**src/rtl/sha256_pkg.sv**
```systemverilog
// Shared SHA-256 definitions: word sizes, block-level state encoding and the
// small sigma functions used by the message schedule and its checkers.
package sha256_pkg;

   localparam int WORD_W      = 32;
   localparam int ROUNDS      = 64;
   localparam int BLOCK_WORDS = 16;

   typedef logic [WORD_W-1:0] word_t;

   typedef enum logic [1:0] {
      IDLE = 2'd0,
      LOAD = 2'd1,
      GEN  = 2'd2,
      FIN  = 2'd3
   } state_t;

   function automatic word_t rotr(input word_t x, input int unsigned n);
      return (x >> n) | (x << (WORD_W - n));
   endfunction

   function automatic word_t sigma0(input word_t x);
      return rotr(x, 7) ^ rotr(x, 18) ^ (x >> 3);
   endfunction

   function automatic word_t sigma1(input word_t x);
      return rotr(x, 17) ^ rotr(x, 19) ^ (x >> 10);
   endfunction

endpackage

```
**src/rtl/w_sigma.sv**
```systemverilog
// Next-schedule-word datapath: W[t+16] from the four window taps it depends on.
module w_sigma
   import sha256_pkg::*;
(
   input  logic [WORD_W-1:0] w0,
   input  logic [WORD_W-1:0] w1,
   input  logic [WORD_W-1:0] w9,
   input  logic [WORD_W-1:0] w14,
   output logic [WORD_W-1:0] w_next
);

   // Carries out of bit 31 fall off naturally: the sum is modulo 2^32.
   assign w_next = sigma1(w14) + w9 + sigma0(w1) + w0;

endmodule

```
**src/rtl/w_schedule.sv**
```systemverilog
// SHA-256 message schedule: loads one 16-word block from message memory, then
// streams W[0..63] to the compression stage under a valid/ready handshake.
module w_schedule
   import sha256_pkg::*;
#(
   parameter logic [5:0] MSG_BASE = 6'd0,
   parameter int         WORDS    = ROUNDS
) (
   input  logic              clk,
   input  logic              reset,
   input  logic              start,
   output logic              msg_rd,
   output logic [5:0]        msg_addr,
   input  logic [WORD_W-1:0] msg_data,
   output logic              w_valid,
   input  logic              w_ready,
   output logic [WORD_W-1:0] w_data,
   output logic [5:0]        w_index,
   output logic              done
);

   localparam logic [5:0] LAST_T    = 6'(WORDS - 1);
   localparam logic [4:0] LOAD_LAST = 5'(BLOCK_WORDS);

   state_t            state;
   logic [4:0]        k;
   logic [5:0]        t;
   logic [WORD_W-1:0] win [BLOCK_WORDS];
   logic [WORD_W-1:0] w_next;

   w_sigma u_sigma (
      .w0     (win[0]),
      .w1     (win[1]),
      .w9     (win[9]),
      .w14    (win[14]),
      .w_next (w_next)
   );

   // NOTE: sequential state uses non-blocking assignments only, and the window
   // is explicitly cleared on reset because its contents are observable on w_data.
   always_ff @(posedge clk or negedge reset) begin
      if (!reset) begin
         state <= IDLE;
         k     <= '0;
         t     <= '0;
         for (int i = 0; i < BLOCK_WORDS; i++) win[i] <= '0;
      end else begin
         case (state)
            IDLE: begin
               if (start) begin
                  state <= LOAD;
                  k     <= '0;
                  t     <= '0;
               end
            end
            LOAD: begin
               // Read data trails the strobe by one cycle; shifting it in from
               // the top leaves word 0 in win[0] after the 16th capture.
               if (k != 5'd0) begin
                  for (int i = 0; i < BLOCK_WORDS - 1; i++) win[i] <= win[i+1];
                  win[BLOCK_WORDS-1] <= msg_data;
               end
               if (k == LOAD_LAST) state <= GEN;
               else                k     <= k + 5'd1;
            end
            GEN: begin
               if (w_ready) begin
                  for (int i = 0; i < BLOCK_WORDS - 1; i++) win[i] <= win[i+1];
                  win[BLOCK_WORDS-1] <= w_next;
                  t                  <= t + 6'd1;
                  if (t == LAST_T) state <= FIN;
               end
            end
            FIN:     state <= IDLE;
            default: state <= IDLE;
         endcase
      end
   end

   // NOTE: every output gets a value on every path, so no latch can be inferred.
   always_comb begin
      msg_rd   = (state == LOAD) && (k < LOAD_LAST);
      msg_addr = msg_rd ? MSG_BASE + {2'b00, k[3:0]} : 6'd0;
      w_valid  = (state == GEN);
      w_data   = w_valid ? win[0] : '0;
      w_index  = w_valid ? t : 6'd0;
      done     = (state == FIN);
   end

endmodule

```
**config.mk**
```make
export PLATFORM = sky130hd
export DESIGN_NAME = w_schedule
export DESIGN_NICKNAME = d
export VERILOG_FILES = /design/src/rtl/sha256_pkg.sv /design/src/rtl/w_sigma.sv /design/src/rtl/w_schedule.sv
export SDC_FILE = /design/constraint.sdc
export NUM_CORES = 1
export LEC_CHECK = 0
export CORE_AREA = 2 2 238 240
export CTS_CLUSTER_SIZE = 20
export DETAILED_ROUTE_END_ITERATION = 8
export DIE_AREA = 0 0 240 242
export PLACE_DENSITY = 0.62
export SLEW_MARGIN = 30
export SYNTH_ARGS = -nofsm -noshare
export SYNTH_HDL_FRONTEND = slang
export SYNTH_HIERARCHICAL = 1
export SYNTH_SLANG_ARGS = --single-unit
export TNS_END_PERCENT = 30
```
**constraint.sdc**
```tcl
create_clock -name clk -period 7.8 [get_ports clk]
set_input_delay 2.34 -clock clk [delete_from_list [all_inputs] [get_ports clk]]
set_output_delay 2.34 -clock clk [all_outputs]
set_load 0.005 [all_outputs]
```
; ---- After elaboration in Yosys (flattened, before gate mapping)
; Cells that the tools add are included.
[totals]
register_bits = 525
latchBits = 0
mem_bits_rw = 0
rom_bits = 0
inputBits = 36
word_cells = 71
mem_count = 0
[op_classes]
add_sub_neg = 5
multipliers = 0
div_mod_pow = 0
order_cmp = 1
n_eq_ne = 11
n_shift = 0
n_mux = 17
bitwise_logic = 8
n_reduce_logical = 10
[op_table]
columns = cell, n
row1 = 512-bit 2-to-1 mux, 2
row2 = 512-bit case mux with 2 select lines, 1
row3 = 32-bit adder, 3
row4 = 32-bit XOR, 2
row5 = 32-bit 2-to-1 mux, 1
row6 = 13-bit by 32-bit OR with 32-bit output, 1
row7 = 14-bit by 32-bit OR with 32-bit output, 1
row8 = 15-bit by 32-bit OR with 32-bit output, 1
row9 = 25-bit by 32-bit OR with 32-bit output, 1
row10 = 32-bit by 22-bit XOR with 32-bit output, 1
row11 = 32-bit by 29-bit XOR with 32-bit output, 1
row12 = 6-bit 2-to-1 mux, 3
row13 = 6-bit case mux with 2 select lines, 1
row14 = 5-bit 2-to-1 mux, 2
row15 = 5-bit case mux with 2 select lines, 1
row16 = 3-bit AND reduction, 3
row17 = 2-bit 2-to-1 mux, 4
row18 = 2-bit != test (second input constant), 4
row19 = 2-bit case mux with 4 select lines, 1
row20 = 6-bit by 1-bit adder with 6-bit output (second input constant), 1
row21 = 6-bit == test (second input constant), 1
row22 = 2-bit nonzero test, 3
row23 = 5-bit by 1-bit adder with 5-bit output (second input constant), 1
row24 = 5-bit == test (second input constant), 1
row25 = 9 further kinds, 11

; ---- Depth between registers and ports, before layout
[logic_depth]
ltp_word = 8
mapped_depth = 17
mapped_depth_nobuf = 16

; ---- Modules after synthesis
; Netlist, hierarchy kept.
[by_module_without_submodules]
columns = mod, n_inst, cells_each, area_per_inst_um2, seq_area_each_um2
row1 = w_schedule, 1, 1303, 20568.5, 13137.6
row2 = w_sigma, 1, 491, 4237.8, 0.0

; ---- Worst setup path before layout
; OpenSTA, ideal clock, no wires.
[synth_timing]
path_type = register -> register
start = register win[50] (netlist bit)
end = register win[27] (netlist bit)
arrival_time_ps = 4039
required_time_ps = 7717
slack_ps = 3678
stages_incl_launch_ff = 16
n_path_buf = 0
period_less_slack_ps = 4122
path_cell_list = dfrtp_1 > xnor2_1 > xnor2_1 > fa_1 > fa_1 > ha_1 > fa_1 > a21o_1 > a221oi_2 > nor4b_2 > nor3_4 > o41ai_4 > or4_1 > nand3_1 > mux2i_1 > o21ai_0
[synth_via]
elab_chain_cells = 8
[synth_lines]
columns = element, line
row1 = from (decl), w_schedule.sv:28  ; logic [WORD_W-1:0] win [BLOCK_WORDS];
row2 = "from (signal, indexed assignment)", w_schedule.sv:61  ; win[BLOCK_WORDS-1] <= msg_data;
row3 = "from (signal, indexed assignment)", w_schedule.sv:69  ; win[BLOCK_WORDS-1] <= w_next;
row4 = 15-bit by 32-bit OR with 32-bit output, sha256_pkg.sv:19  ; return (x >> n) | (x << (WORD_W - n));
row5 = 32-bit XOR, sha256_pkg.sv:27  ; return rotr(x, 17) ^ rotr(x, 19) ^ (x >> 10);
row6 = 32-bit by 22-bit XOR with 32-bit output *, sha256_pkg.sv:27
row7 = 32-bit adder * (3 in a row), w_sigma.sv:13  ; assign w_next = sigma1(w14) + w9 + sigma0(w1) + w0;
row8 = net w_next[27], w_schedule.sv:29  ; logic [WORD_W-1:0] w_next;
row9 = 512-bit 2-to-1 mux *, w_schedule.sv:67  ; if (w_ready) begin
row10 = 512-bit case mux with 2 select lines *, w_schedule.sv:48  ; case (state)
; The timed path passes the listed nets; every way through them passes the cells marked *. The select of a mux whose other input is x is not followed.
; A chain may end at the register's enable or synchronous reset.

; ---- Worst setup path in the final report
[layout_timing]
start = register state[0]
end = output w_valid
[layout_via]
elab_chain_cells = 1
[layout_lines]
columns = element, line
row1 = from (decl), w_schedule.sv:25  ; state_t state;
row2 = from (signal assigned), w_schedule.sv:43  ; state <= IDLE;
row3 = from (signal assigned), w_schedule.sv:51  ; state <= LOAD;
row4 = from (signal assigned), w_schedule.sv:63  ; if (k == LOAD_LAST) state <= GEN;
row5 = 2-bit == test, w_schedule.sv:84  ; w_valid = (state == GEN);
row6 = to (decl), w_schedule.sv:15  ; output logic w_valid,
; No other way between the ends.

==> impl_results.rst <==
.. list-table::
   :header-rows: 1

   * - Metric
     - Value
   * - Outcome
     - finished clean
   * - Clock network latency to the later pin of the worst-skew pair
     - 610 ps
   * - EDFF count, synth
     - 0
   * - Die Ht
     - 242 um
   * - Share of layout cells above drive strength 1
     - 0.1522
   * - Worst Hold Endpoint
     - win[358]
   * - Worst-path cell with the longest stage delay
     - clkdlybuf4s50_1
   * - Pre-CTS setup slack
     - 2744 ps
   * - Number of setup buffers added after CTS
     - 0
   * - Max-cap violation count
     - 0
   * - CP peak stage delay
     - 600 ps
   * - TritonCTS clock tree
     - yes
   * - Die Width
     - 240 um
   * - First-pass GRT wire length
     - 85,750 um
   * - Top flip-flop cell by instance count after synthesis
     - dfrtp_1
   * - Final number of max-transition violations
     - 0
   * - Antenna-violating nets left
     - 0
   * - Maximum number of pins on one net before global-route repair
     - 175
   * - R2r startpoint
     - win[32]
   * - Detailed-routing iteration count for the pre-antenna-repair pass
     - 6
   * - Critical path launch point type
     - flip-flop
   * - CP Class
     - reg -> out
   * - Fillers
     - 4,870
   * - Via count of the first global-routing pass
     - 14,410
   * - Leading cell types in the layout, fill and taps excluded
     - dfrtp_1 (525), mux2_1 (302), mux2_2 (179)
   * - Total count of hold-check failures in the final report
     - 0
   * - Number of clock sinks
     - 525
   * - Class of the tightest hold or removal check
     - reg -> reg
   * - # hold bufs at CTS
     - 0
   * - Die Footprint
     - 0.05808 sq mm
   * - Count of cells along the worst hold path
     - 1
   * - Routed WL per cell
     - 20.64 um
   * - DR vias
     - 13,920
   * - Data arrival time of the critical path
     - 2920 ps
   * - Transition at the pin with the smallest max-transition slack
     - 847.7 ps
   * - Most common cell after layout, fill and taps aside
     - dfrtp_1
   * - Worst path cell trace
     - inv_1 -> ha_4 -> buf_4 -> clkdlybuf4s50_1
   * - Final Cycle Share
     - 0.6740
   * - Setup tns final
     - 0 ps
   * - Number of buffers on the longest clock path
     - 3
   * - Post-synthesis register bit count
     - 525
   * - FP Rows
     - 87
   * - Routability congestion estimate
     - 0.8948
   * - Number of antenna violations at the first check in global routing
     - 3
   * - Kind of cell adding the most delay to the critical path
     - buffers and inverters
   * - Congestion Overflow GR
     - 0
   * - Maximum clock rate
     - 190.2 MHz
   * - Clk pin slew, worst setup/hold paths
     - 60 ps
   * - Number of standard cells after synthesis
     - 1,794
   * - Distinct cell type count of the synthesized netlist
     - 64
   * - Number of DRC violations after detailed routing
     - 0
   * - FF-to-FF path depth
     - 16
   * - Final setup slack of the worst path
     - 2543 ps
   * - Yosys synthesis warning count
     - 6
   * - Synth top area share
     - 0.5296
   * - Via/cell ratio
     - 5.229
   * - Cell accounting for the most synthesized area
     - dfrtp_1
   * - Final period demand of the worst path
     - 5257 ps
   * - Syn_area_per_cell
     - 13.83 sq um
   * - # resized after CTS
     - 0
   * - Worst max-slew margin expressed relative to the limit
     - 0.4349
   * - Final setup skew
     - 18.27 ps
   * - Total routed wirelength
     - 54,980 um
   * - Origin of the worst setup path
     - state[0]
   * - Clock tree root driver cell
     - clkbuf_16
   * - Worst-path maximum fanout
     - 53
   * - Cell Area, Synth
     - 0.02481 sq mm
   * - Total routing resource utilization after global routing
     - 0.1934
   * - Worst Hold Launch
     - win[326]
   * - Count of H-tree levels built during CTS
     - 2
   * - Final number of setup-violating endpoints
     - 0
   * - Worst reg-to-reg setup slack
     - 2950 ps
   * - Area taken by flip-flops and latches
     - 0.01314 sq mm
   * - Sequential fraction of the synthesis area
     - 0.5296
   * - Multi-input gate area
     - 0.01075 sq mm
   * - Crit end category
     - output pin
   * - Critical Path RT
     - 5460 ps
   * - Initial standard-cell utilization of the core
     - 0.4451
   * - Post-detail-place hpwl
     - 39,080 um
   * - End of the worst register-to-register path
     - win[30]
   * - IO Port Bufs
     - 80
   * - Final Net Count
     - 2,000
   * - Area added between synthesis and finish
     - 12.90%
   * - Number of top-level pins
     - 83
   * - Setup repair after global routing missed its margin
     - no
   * - Dominant cells by area after synthesis
     - dfrtp_1 (53%), mux2_1 (14%), mux2_2 (8.1%), fa_1 (5.0%), xnor2_1 (4.0%)
   * - Area of the core region
     - 0.05573 sq mm
   * - Final standard cell utilization of the core
     - 0.5025
   * - Worst path buffer plus inverter count
     - 3
   * - Detailed Route Iter0 Violations
     - 868
   * - Share of synthesized flip-flops with an asynchronous set or reset
     - 1.000
   * - Number of buffers inserted during clock tree synthesis
     - 55
## cells by family (layout without fill, tap and decap cells)
logic type                 count (synthesis)  count (layout)  share of synthesized area
DFF                                      525             525                     0.5296
muxes                                    515             515                     0.2321
and+or+nand+nor                          200             200                    0.04197
buffers and inverters                    161             272                    0.03803
xor gates and xnor gates                 146             146                    0.05155
AOI/OAI and AO/OA                        145             145                    0.03692
adders and majority gates                101             101                    0.06971
other                                      1               3                  0.0001512
## Yosys cell counts, types with 3 or more instances
cell        n
and3_1      6
o21a_1      4
and2_1     39
buf_6      36
a21oi_1    32
mux2_1    302
nor3_1      8
o21ai_0    61
xor2_1     32
dfrtp_1   525
a221oi_1    3
mux2i_1    34
mux2_2    179
ha_1       39
nand2b_1    5
buf_4      14
nand3_1    16
a211oi_1    5
clkbuf_1   16
nor2b_1     9
xnor2_1   114
fa_1       62
buf_2      13
a31oi_1     4
o221ai_1    6
nand2_1    63
nand3b_1    3
inv_1      80
nand4_1     8
a21o_1      7
nor2_1     28
## worst max path at each step
| stage | to | slack [ps] | depth (start not counted) |
|---|---|---|---|
| 3_3_place_gp | win[453] | 2800 | 5 |
| 2_1_floorplan | win[27] | 3680 | 15 |
| 5_1_grt | w_valid | 2340 | 4 |
| 3_5_place_dp | win[448] | 2740 | 5 |
| 4_1_cts | w_valid | 2460 | 4 |
| 6_report | w_valid | 2540 | 4 |
## final cells by class
class	count	area share
tap	756	0.03377
multi-input combinational	1109	0.3838
sequential	525	0.4691
clock buffer	82	0.05709
clock inverter	18	0.008622
antenna	1	0.00008935
inverter	80	0.01072
timing repair buffer	92	0.03681
## metal layers
metal,GRT usage,part of all wire,vias to the layer above
met1,0.2771,0.47,7206
met5,0,0,-
li1,-,-,6335
met3,0.03851,0.053,83
met4,0.05681,0.027,0
met2,0.2978,0.45,300
## registers in the layout, indices dropped and copies added (netlist names)
signal and count:
k 5, state 2, t 6, win 512
## stage by stage
stage | instance area [sq um] | std cells | hold slack [ps]
floorplan | 24810 | 1795 | 446.0
global placement | 26080 | 2559 | 456.7
detailed placement | 26110 | 2560 | 466.4
CTS | 27950 | 2660 | 480.0
global route | 28000 | 2662 | 492.7
finish | 28010 | 2663 | 473.5
## worst reg2reg max path, stage by stage, from the launching register on
cell and delay [ps]:
dfrtp_1 490, xnor2_1 310, xnor2_1 130, fa_1 500
inv_1 50, fa_1 510, inv_1 50, ha_1 390
a21oi_1 200, o21ai_1 170, a2111oi_2 380, a21oi_1 210
or3_1 450, a311o_1 390, xor2_1 140, mux2i_1 240
o21ai_0 110
Power is not shown: default switching activity piles up to over one toggle a cycle in this logic, so the estimate is an artifact.
